==> config.mk <==
export PLATFORM = sky130hd
export DESIGN_NAME = inst_loader_flat
export DESIGN_NICKNAME = d
export VERILOG_FILES = /design/src/rtl/inst_loader_if.sv /design/src/rtl/inst_loader.sv /design/src/flat_wrapper.sv
export SDC_FILE = /design/constraint.sdc
export NUM_CORES = 1
export LEC_CHECK = 0
export CORE_MARGIN = 10
export CORE_UTILIZATION = 45
export DETAILED_ROUTE_END_ITERATION = 10
export PLACE_DENSITY = 0.79
export SETUP_SLACK_MARGIN = 0.4
export SLEW_MARGIN = 20
export SYNTH_ARGS = -nofsm -noshare
export SYNTH_HDL_FRONTEND = slang
export SYNTH_SLANG_ARGS = --single-unit
==> constraint.sdc <==
create_clock -name clk -period 4.9 [get_ports clk]
set_input_delay 0.98 -clock clk [delete_from_list [all_inputs] [get_ports clk]]
set_output_delay 0.98 -clock clk [all_outputs]
set_load 0.05 [all_outputs]
==> src/rtl/inst_loader_if.sv <==
// Byte-stream input handshake and instruction-memory write port of the boot loader.
interface inst_loader_if;
  logic        in_valid;
  logic [7:0]  in_data;
  logic        in_ready;
  logic        wr_en;
  logic [31:0] wr_addr;
  logic [31:0] wr_data;

  // master: the byte source / memory side (testbench or boot ROM glue)
  modport master (
    output in_valid, in_data,
    input  in_ready, wr_en, wr_addr, wr_data
  );

  // slave: the loader itself
  modport slave (
    input  in_valid, in_data,
    output in_ready, wr_en, wr_addr, wr_data
  );
endinterface

==> src/rtl/inst_loader.sv <==
// Boot-time program loader: length header, little-endian instruction bytes, XOR checksum.
// Writes words into instruction memory and holds the core in reset until the image verifies.
module inst_loader #(
  parameter int MEM_DEPTH = 64,
  parameter int CNT_W     = 16
) (
  input  logic             clk,
  input  logic             rst,
  inst_loader_if.slave     bus,
  output logic             core_hold,
  output logic             done,
  output logic             err,
  output logic [CNT_W-1:0] words_loaded
);

  typedef enum logic [2:0] {
    S_LEN_LO, S_LEN_HI, S_DATA, S_WRITE, S_CSUM, S_DONE, S_ERR
  } state_t;

  state_t           state;
  logic [CNT_W-1:0] count;
  logic [1:0]       idx;
  logic [23:0]      asm_reg;
  logic [7:0]       csum;

  logic             accept;
  logic [15:0]      hdr;
  logic [31:0]      addr_next;
  logic [CNT_W-1:0] wl_inc;

  always_comb begin
    bus.in_ready = 1'b0;
    if (rst) begin
      case (state)
        S_LEN_LO, S_LEN_HI, S_DATA, S_CSUM: bus.in_ready = 1'b1;
        default:                            bus.in_ready = 1'b0;
      endcase
    end
  end

  assign accept    = bus.in_valid && bus.in_ready;
  assign hdr       = {bus.in_data, count[7:0]};
  assign addr_next = 32'(words_loaded) << 2;
  assign wl_inc    = words_loaded + 1'b1;

  always_ff @(posedge clk or negedge rst) begin
    if (!rst) begin
      state        <= S_LEN_LO;
      count        <= '0;
      idx          <= '0;
      asm_reg      <= '0;
      csum         <= '0;
      bus.wr_en    <= 1'b0;
      bus.wr_addr  <= '0;
      bus.wr_data  <= '0;
      core_hold    <= 1'b1;
      done         <= 1'b0;
      err          <= 1'b0;
      words_loaded <= '0;
    end else begin
      case (state)
        S_LEN_LO: if (accept) begin
          count <= CNT_W'(bus.in_data);
          state <= S_LEN_HI;
        end
        S_LEN_HI: if (accept) begin
          count <= CNT_W'(hdr);
          if (hdr > 16'(MEM_DEPTH)) begin
            err   <= 1'b1;
            state <= S_ERR;
          end else if (hdr == 16'd0) begin
            state <= S_CSUM;
          end else begin
            state <= S_DATA;
          end
        end
        S_DATA: if (accept) begin
          csum <= csum ^ bus.in_data;
          idx  <= idx + 2'd1;
          case (idx)
            2'd0: asm_reg[7:0]   <= bus.in_data;
            2'd1: asm_reg[15:8]  <= bus.in_data;
            2'd2: asm_reg[23:16] <= bus.in_data;
            default: begin
              // last byte goes straight into the write word: one-cycle issue latency
              bus.wr_en   <= 1'b1;
              bus.wr_addr <= addr_next;
              bus.wr_data <= {bus.in_data, asm_reg};
              state       <= S_WRITE;
            end
          endcase
        end
        S_WRITE: begin
          bus.wr_en    <= 1'b0;
          words_loaded <= wl_inc;
          state        <= (wl_inc == count) ? S_CSUM : S_DATA;
        end
        S_CSUM: if (accept) begin
          if (bus.in_data == csum) begin
            done      <= 1'b1;
            core_hold <= 1'b0;
            state     <= S_DONE;
          end else begin
            err   <= 1'b1;
            state <= S_ERR;
          end
        end
        default: ;
      endcase
    end
  end

endmodule

==> src/flat_wrapper.sv <==
// flat-port wrapper written by rule: the top's interface ports become plain ports
module inst_loader_flat 
#(
  parameter int MEM_DEPTH = 64,
  parameter int CNT_W     = 16
)
  (clk, rst, core_hold, done, err, words_loaded, bus_in_valid, bus_in_data, bus_in_ready, bus_wr_en, bus_wr_addr, bus_wr_data);
  inst_loader_if bus_i ();
  input  logic clk;
  input  logic rst;
  output logic core_hold;
  output logic done;
  output logic err;
  output logic [CNT_W-1:0] words_loaded;
  input wire logic [$bits(bus_i.in_valid)-1:0] bus_in_valid;
  input wire logic [$bits(bus_i.in_data)-1:0] bus_in_data;
  output wire logic [$bits(bus_i.in_ready)-1:0] bus_in_ready;
  output wire logic [$bits(bus_i.wr_en)-1:0] bus_wr_en;
  output wire logic [$bits(bus_i.wr_addr)-1:0] bus_wr_addr;
  output wire logic [$bits(bus_i.wr_data)-1:0] bus_wr_data;
  assign bus_i.in_valid = bus_in_valid;
  assign bus_i.in_data = bus_in_data;
  assign bus_in_ready = bus_i.in_ready;
  assign bus_wr_en = bus_i.wr_en;
  assign bus_wr_addr = bus_i.wr_addr;
  assign bus_wr_data = bus_i.wr_data;
  inst_loader #(.MEM_DEPTH(MEM_DEPTH), .CNT_W(CNT_W)) u_core (.clk(clk), .rst(rst), .bus(bus_i), .core_hold(core_hold), .done(done), .err(err), .words_loaded(words_loaded));
endmodule
==> results of run 1 <==
-- area by class of cell --
type | instances | area, um2
fillers | 972 | 4980
flip-flops and latches | 121 | 3030
clock buffers | 18 | 439
repair buffers | 82 | 811
clock inverters | 13 | 240
well taps | 147 | 184
inverters | 5 | 18.8
multi-input cells | 314 | 2310
-- stage by stage --
step	utilization	hold WS [ns]	instances	area [um2]
final	0.585	0.373	700	7030
after global routing	0.585	0.361	700	7030
after CTS	0.585	0.358	700	7030
after detailed placement	0.529	0.452	669	6350
after global placement	0.528	0.454	669	6350
after floorplan	-	0.465	482	5590
-- cell families (layout without fill, tap and decap cells) --
| logic type | Yosys count | in the layout | share of synthesized area |
|---|---|---|---|
| buffers and inverters | 47 | 118 | 0.0464 |
| adder cells (fa/ha/maj) | 5 | 5 | 0.0113 |
| AO/OA/AOI/OAI | 59 | 59 | 0.0735 |
| other | 1 | 16 | 0.000678 |
| AND/OR/NAND/NOR | 111 | 111 | 0.0939 |
| flip-flops | 121 | 121 | 0.548 |
| multiplexers | 71 | 71 | 0.144 |
| XOR/XNOR | 52 | 52 | 0.0823 |
-- worst max-delay path, stage by stage (launching register included) --
cell	delay, ns
dfrtp_1	0.47
nor2_1	0.30
o21a_1	0.18
clkdlybuf4s50_1	0.81
-- placed cells by master, fill, tap and decap left out, drive strengths merged, types with 2 or more instances in the layout --
cell type,count
o31ai,4
nor2,22
bufinv,6
o21bai,2
o31a,2
clkdlybuf4s50,78
a21oi,7
nor4,5
xnor2,37
mux2,70
xor2,15
dfrtp,120
clkinv,3
inv,8
a211oi,3
nor3,5
and2,3
clkbuf,18
a31oi,2
buf,4
a31o,3
nand4,6
nand2b,3
ha,5
nand2,53
conb,16
o21ai,18
nand3,7
a22o,8
-- worst paths after layout --
kind	startpoint	to	slack (ns)	cells after the start
hold / removal	rst	u_core.bus.wr_data[20]$_DFFE_PN0P_	0.37	1
setup / recovery	u_core.state[0]$_DFFE_PN0P_	bus_in_ready	1.75	3
hold reg to reg	u_core.done$_DFFE_PN0P_	u_core.done$_DFFE_PN0P_	0.46	1
max in group asynchronous	rst	u_core.bus.wr_addr[5]$_DFFE_PN0P_	3.46	2
setup reg to reg	u_core.words_loaded[0]$_DFFE_PN0P_	u_core.state[2]$_DFFE_PN0P_	2.49	7
min in group clk	u_core.done$_DFFE_PN0P_	u_core.done$_DFFE_PN0P_	0.46	1
-- power by group through the flow --
stage,clock [uW],sequential (uW),combinational [uW]
after floorplan,0,1040,79.4
after global placement,0,1040,116
after detailed placement,0,1040,118
after CTS,1450,1020,120
after global routing,1500,1020,128
final,1430,1020,118
-- layer usage --
layer	GRT usage	vias to the layer above	wire (um)
met3	0.0629	30	1220
met4	0.0576	0	255
met5	0	-	0
li1	-	1739	-
met2	0.245	155	6090
met1	0.190	1836	5340
==> results_dict.tcl, run 1 <==
set metrics [dict create \
    power_density_mw_per_mm2 365 \
    avgViaCountPerCell 5.37 \
    pwr-share-comb 0.046 \
    netlist_area_mm2 0.00553 \
    grt_setup_unrepaired "no" \
    syn_avg_cell_area_um2 11.8 \
    ir_worst_vdd_mv 0.201 \
    grt_usage 0.156 \
    postRouteAntennaNets 0 \
    synthesis.instances 467 \
    p_sw_uw 553 \
    die_y_um 131 \
    yosys_warnings 0 \
    power.leakage_uw 0.00327 \
    max_freq_ghz 0.317 \
    setup_viol 0 \
    power.total_uw 2570 \
    ctsHtreeMaxLevel 4 \
    grt-ovfl-total 0 \
    p_int_uw 2010 \
    post-route-period-util 0.643 \
    hpwl_um 8790 \
    end_kind "output pin" \
    drt_iter0_drc 231 \
    synth_top_area_share 0.543 \
    grt_pass1_wl_um 20800 \
    syn_to_final_growth_pct 27.1 \
    p_sw_frac 0.216 \
    post_cts_buffers 0 \
    worst_setup_path_start_kind "flop" \
    drive_gt1_frac 0.201 \
    io_pins 96 \
    final_net_count 557 \
    grt_max_degree 74 \
    synth_area_leaders "dfrtp_1 54%, mux2_2 14%, xnor2_1 5.9%, nand2_1 3.6%, buf_4 2.4%" \
    crit_path_max_fanout 9 \
    clk_latency_ns 0.41 \
    finalHoldViolCount 0 \
    hold_class "primary input to async pin" \
    grt_antenna_before_repair 0 \
    yosysSeqAreaShare 0.548 \
    cp.arrival_ns 2.17 \
    fin_crit_ns 3.15 \
    core_mm2 0.0120 \
    root_buffer "clkbuf_16" \
    cts_buffers 17 \
    dieArea_mm2 0.0171 \
    pwr-share-seq 0.398 \
    status "completed" \
    fp-row-count 40 \
    drc 0 \
    clkPwrFrac 0.556 \
    criticalPathCategory "flop to output pin" \
    cts_hold_buf 0 \
    synth_edf_count 0 \
    largest_reg_flops 32 \
    drv_slew 0 \
    fin_tns_setup_ns 0 \
    maxCapViolCount 0 \
    vias 3760 \
    synth_most_common_cell "dfrtp_1" \
    synth_flop_cell "dfrtp_1" \
    fin_ws_ns 1.75 \
    wl_per_cell_um 18.4 \
    worstPathRequired_ns 3.92 \
    dr.pass1.iters 5 \
    die_w_um 131 \
    dpl_worst_slack_ns 1.84 \
    cts_tree "built" \
    yosysUniqueCellTypes 54 \
    ctsResizeCount 0 \
    slew_headroom 0.410 \
    fin_skew_ns 0.0109 \
    cts_sinks 121 \
    ys_ff_latch 121 \
    synth.top_cells.by_count "120 x dfrtp_1, 67 x mux2_2, 53 x nand2_1" \
    insertedDiodeCount 0 \
    worstMarginPinSlew_ns 0.885 \
    initial_core_util 0.461 \
    place.gp.congestion 0.901 \
    clk_pin_slew_ns 0.06 \
    port_buffers 79 \
    grt_pass1_vias 3915 \
    clock_tree.buffer_depth 2 \
    wl_um 12900 \
    synth_top_area_cell "dfrtp_1" \
    synthArstFlopShare 1.00 \
]
No activity file was read; power rests on OpenSTA's default activity.
==> run 2, diff against run 1 <==
PLACE_DENSITY = 0.81   (was 0.79)
clock period = 2.5 ns   (was 4.9 ns; I/O delays follow)
==> results_dict.tcl, run 2 (synthesis results as in run 1) <==
set metrics [dict create \
    fin_crit_ns 2.06 \
    insertedDiodeCount 0 \
    power.leakage_uw 0.00401 \
    crit_path_max_fanout 2 \
    drt_iter0_drc 274 \
    criticalPathCategory "flop to output pin" \
    reg2reg_slack_ns 0.45 \
    cts_tree "built" \
    critPathBufInv 1 \
    initial_core_util 0.461 \
    grt_setup_unrepaired "yes" \
    drc 0 \
    cp_top_family "buffers and inverters" \
    maxCapViolCount 0 \
    worst_setup_path_start_kind "flop" \
    dr.pass1.iters 5 \
    worstMarginPinSlew_ns 0.736 \
    cp.arrival_ns 1.56 \
    ir_worst_vdd_mv 0.494 \
    grt_antenna_before_repair 0 \
    clk_pin_slew_ns 0.06 \
    port_buffers 79 \
    die_w_um 131 \
    avgViaCountPerCell 5.35 \
    post-route-period-util 0.824 \
    syn_to_final_growth_pct 31.0 \
    ctsHtreeMaxLevel 4 \
    slew_headroom 0.509 \
    clock_tree.buffer_depth 2 \
    final_net_count 584 \
    reg2regPathDepth 6 \
    dpl_worst_slack_ns 0.0416 \
    worstPathRequired_ns 2.00 \
    grt_pass1_vias 4085 \
    fin_skew_ns 0.00692 \
    power_density_mw_per_mm2 626 \
    hold_class "primary input to async pin" \
    wl_um 13600 \
    finalHoldViolCount 0 \
    vias 3894 \
    grt-ovfl-total 0 \
    clk_latency_ns 0.41 \
    end_kind "output pin" \
    cts_sinks 121 \
    die_y_um 131 \
    wl_per_cell_um 18.7 \
    grt_usage 0.163 \
    final_common_cell "dfrtp_1" \
    status "completed" \
    io_pins 96 \
    fin_ws_ns 0.440 \
    postRouteAntennaNets 0 \
    grt_max_degree 60 \
    grt_pass1_wl_um 21500 \
    cp.depth 1 \
    drive_gt1_frac 0.267 \
    fin_tns_setup_ns 0 \
    max_stage_delay_ns 0.82 \
    final_cell_mix "110 x dfrtp_1, 67 x mux2_2, 52 x nand2_1" \
    max_freq_ghz 0.485 \
    place.gp.congestion 0.898 \
    critical_path.cell_chain "clkdlybuf4s50_1" \
    crit_slowest_cell "clkdlybuf4s50_1" \
    cts_buffers 17 \
    drv_slew 0 \
    dieArea_mm2 0.0171 \
    root_buffer "clkbuf_16" \
    setup_viol 0 \
    core_mm2 0.0120 \
    fp-row-count 40 \
    hpwl_um 9480 \
    largest_reg_flops 32 \
]
run 2: cell types whose count changed in the layout (fill, tap and decap cells not counted), moves of 3 or more:
cell             change
buf_12               +3
buf_4               +25
bufinv_16            -5
clkdlybuf4s50_1     -57
clkinv_2             +4
clkinvlp_4           +3
dfrtp_1             -10
dfrtp_2              +9
dlygate4sd2_1       +25
dlymetal6s2s_1      +30
run 2: worst paths after layout:
path | endpoint | from
setup reg to reg | u_core.state[2]$_DFFE_PN0P_ | u_core.words_loaded[0]$_DFFE_PN0P_
hold reg to reg | u_core.done$_DFFE_PN0P_ | u_core.done$_DFFE_PN0P_
min in group clk | u_core.done$_DFFE_PN0P_ | u_core.done$_DFFE_PN0P_
hold / removal | u_core.bus.wr_data[24]$_DFFE_PN0P_ | rst
max in group asynchronous | u_core.core_hold$_DFFE_PN1P_ | rst
setup / recovery | bus_wr_addr[4] | u_core.bus.wr_addr[4]$_DFFE_PN0P_
run 2: power breakdown:
part / total (uW) / internal [uW] / leakage [uW] / switching, uW
sequential: 2000 / 1980 / 0.00164 / 24.9
clock: 2280 / 1410 / 0.000265 / 868
combinational: 250 / 73.7 / 0.00211 / 177
run 2: what timing repair did:
action / CTS / global route
endpoints found under the hold margin: 0 / 0
setup buffers: 0 / 12
cloned: 0 / 0
resized for setup: 26 / 39
hold buffers: 0 / 0
pin swaps: 1 / 7
setup endpoints to repair: 27 / 41
run 2: cell type report:
cell class                 instances  area (um2)
inverter                           5        18.8
sequential                       121        3040
tap                              147         184
fill                             971        4770
timing repair buffer             109        1090
multi-input combinational        314        2350
clock buffer                      21         460
clock inverter                    11        97.6
run 2: layer usage:
metal / vias to the layer above / part of all wire / track usage
li1: 1786 / - / -
met1: 1945 / 0.43 / 0.193
met2: 143 / 0.47 / 0.263
met3: 20 / 0.084 / 0.0697
met4: 0 / 0.018 / 0.0497
met5: - / 0 / 0
run 2: stage by stage:
| stage | utilization | hold WS [ns] | instance area (um2) | power [uW] | instances |
|---|---|---|---|---|---|
| after global placement | 0.543 | 0.454 | 6520 | 2280 | 684 |
| after detailed placement | 0.543 | 0.465 | 6520 | 2280 | 684 |
| final | 0.603 | 0.166 | 7240 | 4540 | 728 |
| after floorplan | - | 0.204 | 5620 | 2190 | 482 |
| after global routing | 0.603 | 0.198 | 7240 | 4670 | 728 |
| after CTS | 0.587 | 0.185 | 7050 | 4570 | 716 |
==> run 3, diff against run 2 <==
clock period = 1.7 ns   (was 2.5 ns; I/O delays follow)
==> results_dict.tcl, run 3 (synthesis results as in run 1) <==
set metrics [dict create \
    final_common_cell "dfrtp_1" \
    drive_gt1_frac 0.592 \
    postRouteAntennaNets 0 \
    cp.arrival_ns 2.30 \
    die_y_um 131 \
    syn_to_final_growth_pct 70.7 \
    grt_pass1_wl_um 24900 \
    die_w_um 131 \
    cp_top_family "simple AND/OR/NAND/NOR gates" \
    fin_ws_ns -0.233 \
    grt_usage 0.190 \
    wl_per_cell_um 22.5 \
    met2_usage 0.312 \
    design_area_mm2 0.00944 \
    finalHoldViolCount 0 \
    pwr-share-comb 0.067 \
    grt_antenna_before_repair 1 \
    initial_core_util 0.461 \
    cts_sinks 121 \
    fin_crit_ns 1.93 \
    max_freq_ghz 0.517 \
    met1_usage 0.213 \
    maxCapViolCount 0 \
    ir_worst_vdd_mv 1.06 \
    hpwl_um 9980 \
    largest_reg_flops 32 \
    pwr-share-seq 0.403 \
    io_pins 96 \
    holdWs_ns 0.0105 \
    worstMarginPinSlew_ns 0.928 \
    dieArea_mm2 0.0171 \
    critical_path.cell_chain "buf_6 > nand3_4 > or3_4 > o31ai_4 > nand2_1 > a211oi_2 > a41o_1" \
    grt_pass1_vias 4631 \
    place.gp.congestion 0.899 \
    drv_slew 0 \
    status "finished with violations" \
    clkPwrFrac 0.530 \
    crit_path_max_fanout 8 \
    grt_busiest_layer "met2" \
    critPathBufInv 1 \
    final_cell_mix "105 x dfrtp_1, 99 x buf_4, 92 x buf_6" \
    power_density_mw_per_mm2 772 \
    grt-ovfl-total 0 \
    power.leakage_uw 0.00480 \
    fin_skew_ns 0.0100 \
    core_mm2 0.0120 \
    final_core_util 0.786 \
    grt_setup_unrepaired "yes" \
    post-route-period-util 1.14 \
    met3_usage 0.0782 \
    slew_headroom 0.381 \
    dr.pass1.iters 5 \
    drt_iter0_drc 246 \
    clock_tree.buffer_depth 2 \
    hold_class "primary input to async pin" \
    cts_buffers 17 \
    fillers 648 \
    p_int_uw 5520 \
    drc 0 \
    crit_slowest_cell "dfrtp_4" \
    worstPathRequired_ns 2.07 \
    setup_viol 48 \
    fp-row-count 40 \
    vias 4624 \
    p_sw_uw 1780 \
    final_net_count 706 \
    worst_setup_path_start_kind "flop" \
    violations "negative setup slack" \
    criticalPathCategory "flop to flop" \
    avgViaCountPerCell 5.43 \
    wl_um 19200 \
    clk_pin_slew_ns 0.06 \
    end_kind "flop" \
    max_stage_delay_ns 0.42 \
    port_buffers 79 \
    p_sw_frac 0.244 \
    placed_area_mm2 0.00713 \
    cts_tree "built" \
    clk_latency_ns 0.43 \
    ctsHtreeMaxLevel 4 \
    root_buffer "clkbuf_16" \
    grt_max_degree 92 \
]
## run 3: cell count changes in the layout (fill, tap and decap cells not counted), sizes merged, moves of 17 or more
cell,change
buf,+184
dlymetal6s2s,-30
clkdlybuf4s50,-20
dlygate4sd2,-17
## run 3: worst register-to-register path: cells and delay by family (launching register included)
family,cells,cell delay (ns)
AO/OA/AOI/OAI,3,0.67
flip-flops,1,0.42
AND/OR/NAND/NOR,3,0.67
buffers and inverters,1,0.12
## run 3: final timing paths
path / cells past startpoint / slack (ns) / endpoint / start
min in group clk: 1 / 0.48 / u_core.err$_DFFE_PN0P_ / u_core.err$_DFFE_PN0P_
setup reg to reg: 7 / -0.23 / u_core.state[2]$_DFFE_PN0P_ / u_core.words_loaded[0]$_DFFE_PN0P_
setup / recovery: 7 / -0.23 / u_core.state[2]$_DFFE_PN0P_ / u_core.words_loaded[0]$_DFFE_PN0P_
hold / removal: 2 / 0.01 / u_core.done$_DFFE_PN0P_ / rst
max in group asynchronous: 3 / 0.63 / u_core.words_loaded[0]$_DFFE_PN0P_ / rst
hold reg to reg: 1 / 0.48 / u_core.err$_DFFE_PN0P_ / u_core.err$_DFFE_PN0P_
## run 3: power groups by stage
stage | logic (uW) | clock network, uW | registers, uW
2_1_floorplan | 253 | 0 | 2990
6_report | 489 | 3860 | 2940
4_1_cts | 434 | 3850 | 2940
3_5_place_dp | 415 | 0 | 2990
3_3_place_gp | 407 | 0 | 2990
5_1_grt | 514 | 4040 | 2940
## run 3: cell type report
type | instances | area (um2) | area share
multi-input combinational | 314 | 3090 | 0.327
clock buffer | 20 | 467 | 0.0494
inverter | 5 | 18.8 | 0.00199
clock inverter | 12 | 163 | 0.0172
tap | 147 | 184 | 0.0195
antenna | 1 | 2.50 | 0.000265
sequential | 121 | 3050 | 0.323
timing repair buffer | 231 | 2470 | 0.261
## run 3: per-layer routing
| metal | routed length [um] | vias up |
|---|---|---|
| li1 | - | 2043 |
| met1 | 7280 | 2364 |
| met2 | 10000 | 178 |
| met3 | 1390 | 39 |
| met4 | 490 | 0 |
| met5 | 0 | - |
## run 3: stage by stage
step	setup slack [ns]	std cells	TNS, ns	total power (uW)
after CTS	-0.222	801	-0.614	7220
final	-0.233	851	-1.99	7290
after global placement	-0.300	744	-10.71	3390
after global routing	-0.329	850	-4.40	7500
after detailed placement	-0.341	744	-13.58	3400
after floorplan	-0.227	482	-0.440	3250
## run 3: what timing repair did
| action | in CTS | in global routing |
|---|---|---|
| hold buffers | 2 | 0 |
| cloned | 0 | 5 |
| resized for setup | 147 | 118 |
| endpoints found under the hold margin | 30 | 0 |
| pin swaps | 25 | 30 |
| buffers inserted | 23 | 44 |
| endpoints found under the setup margin | 189 | 209 |
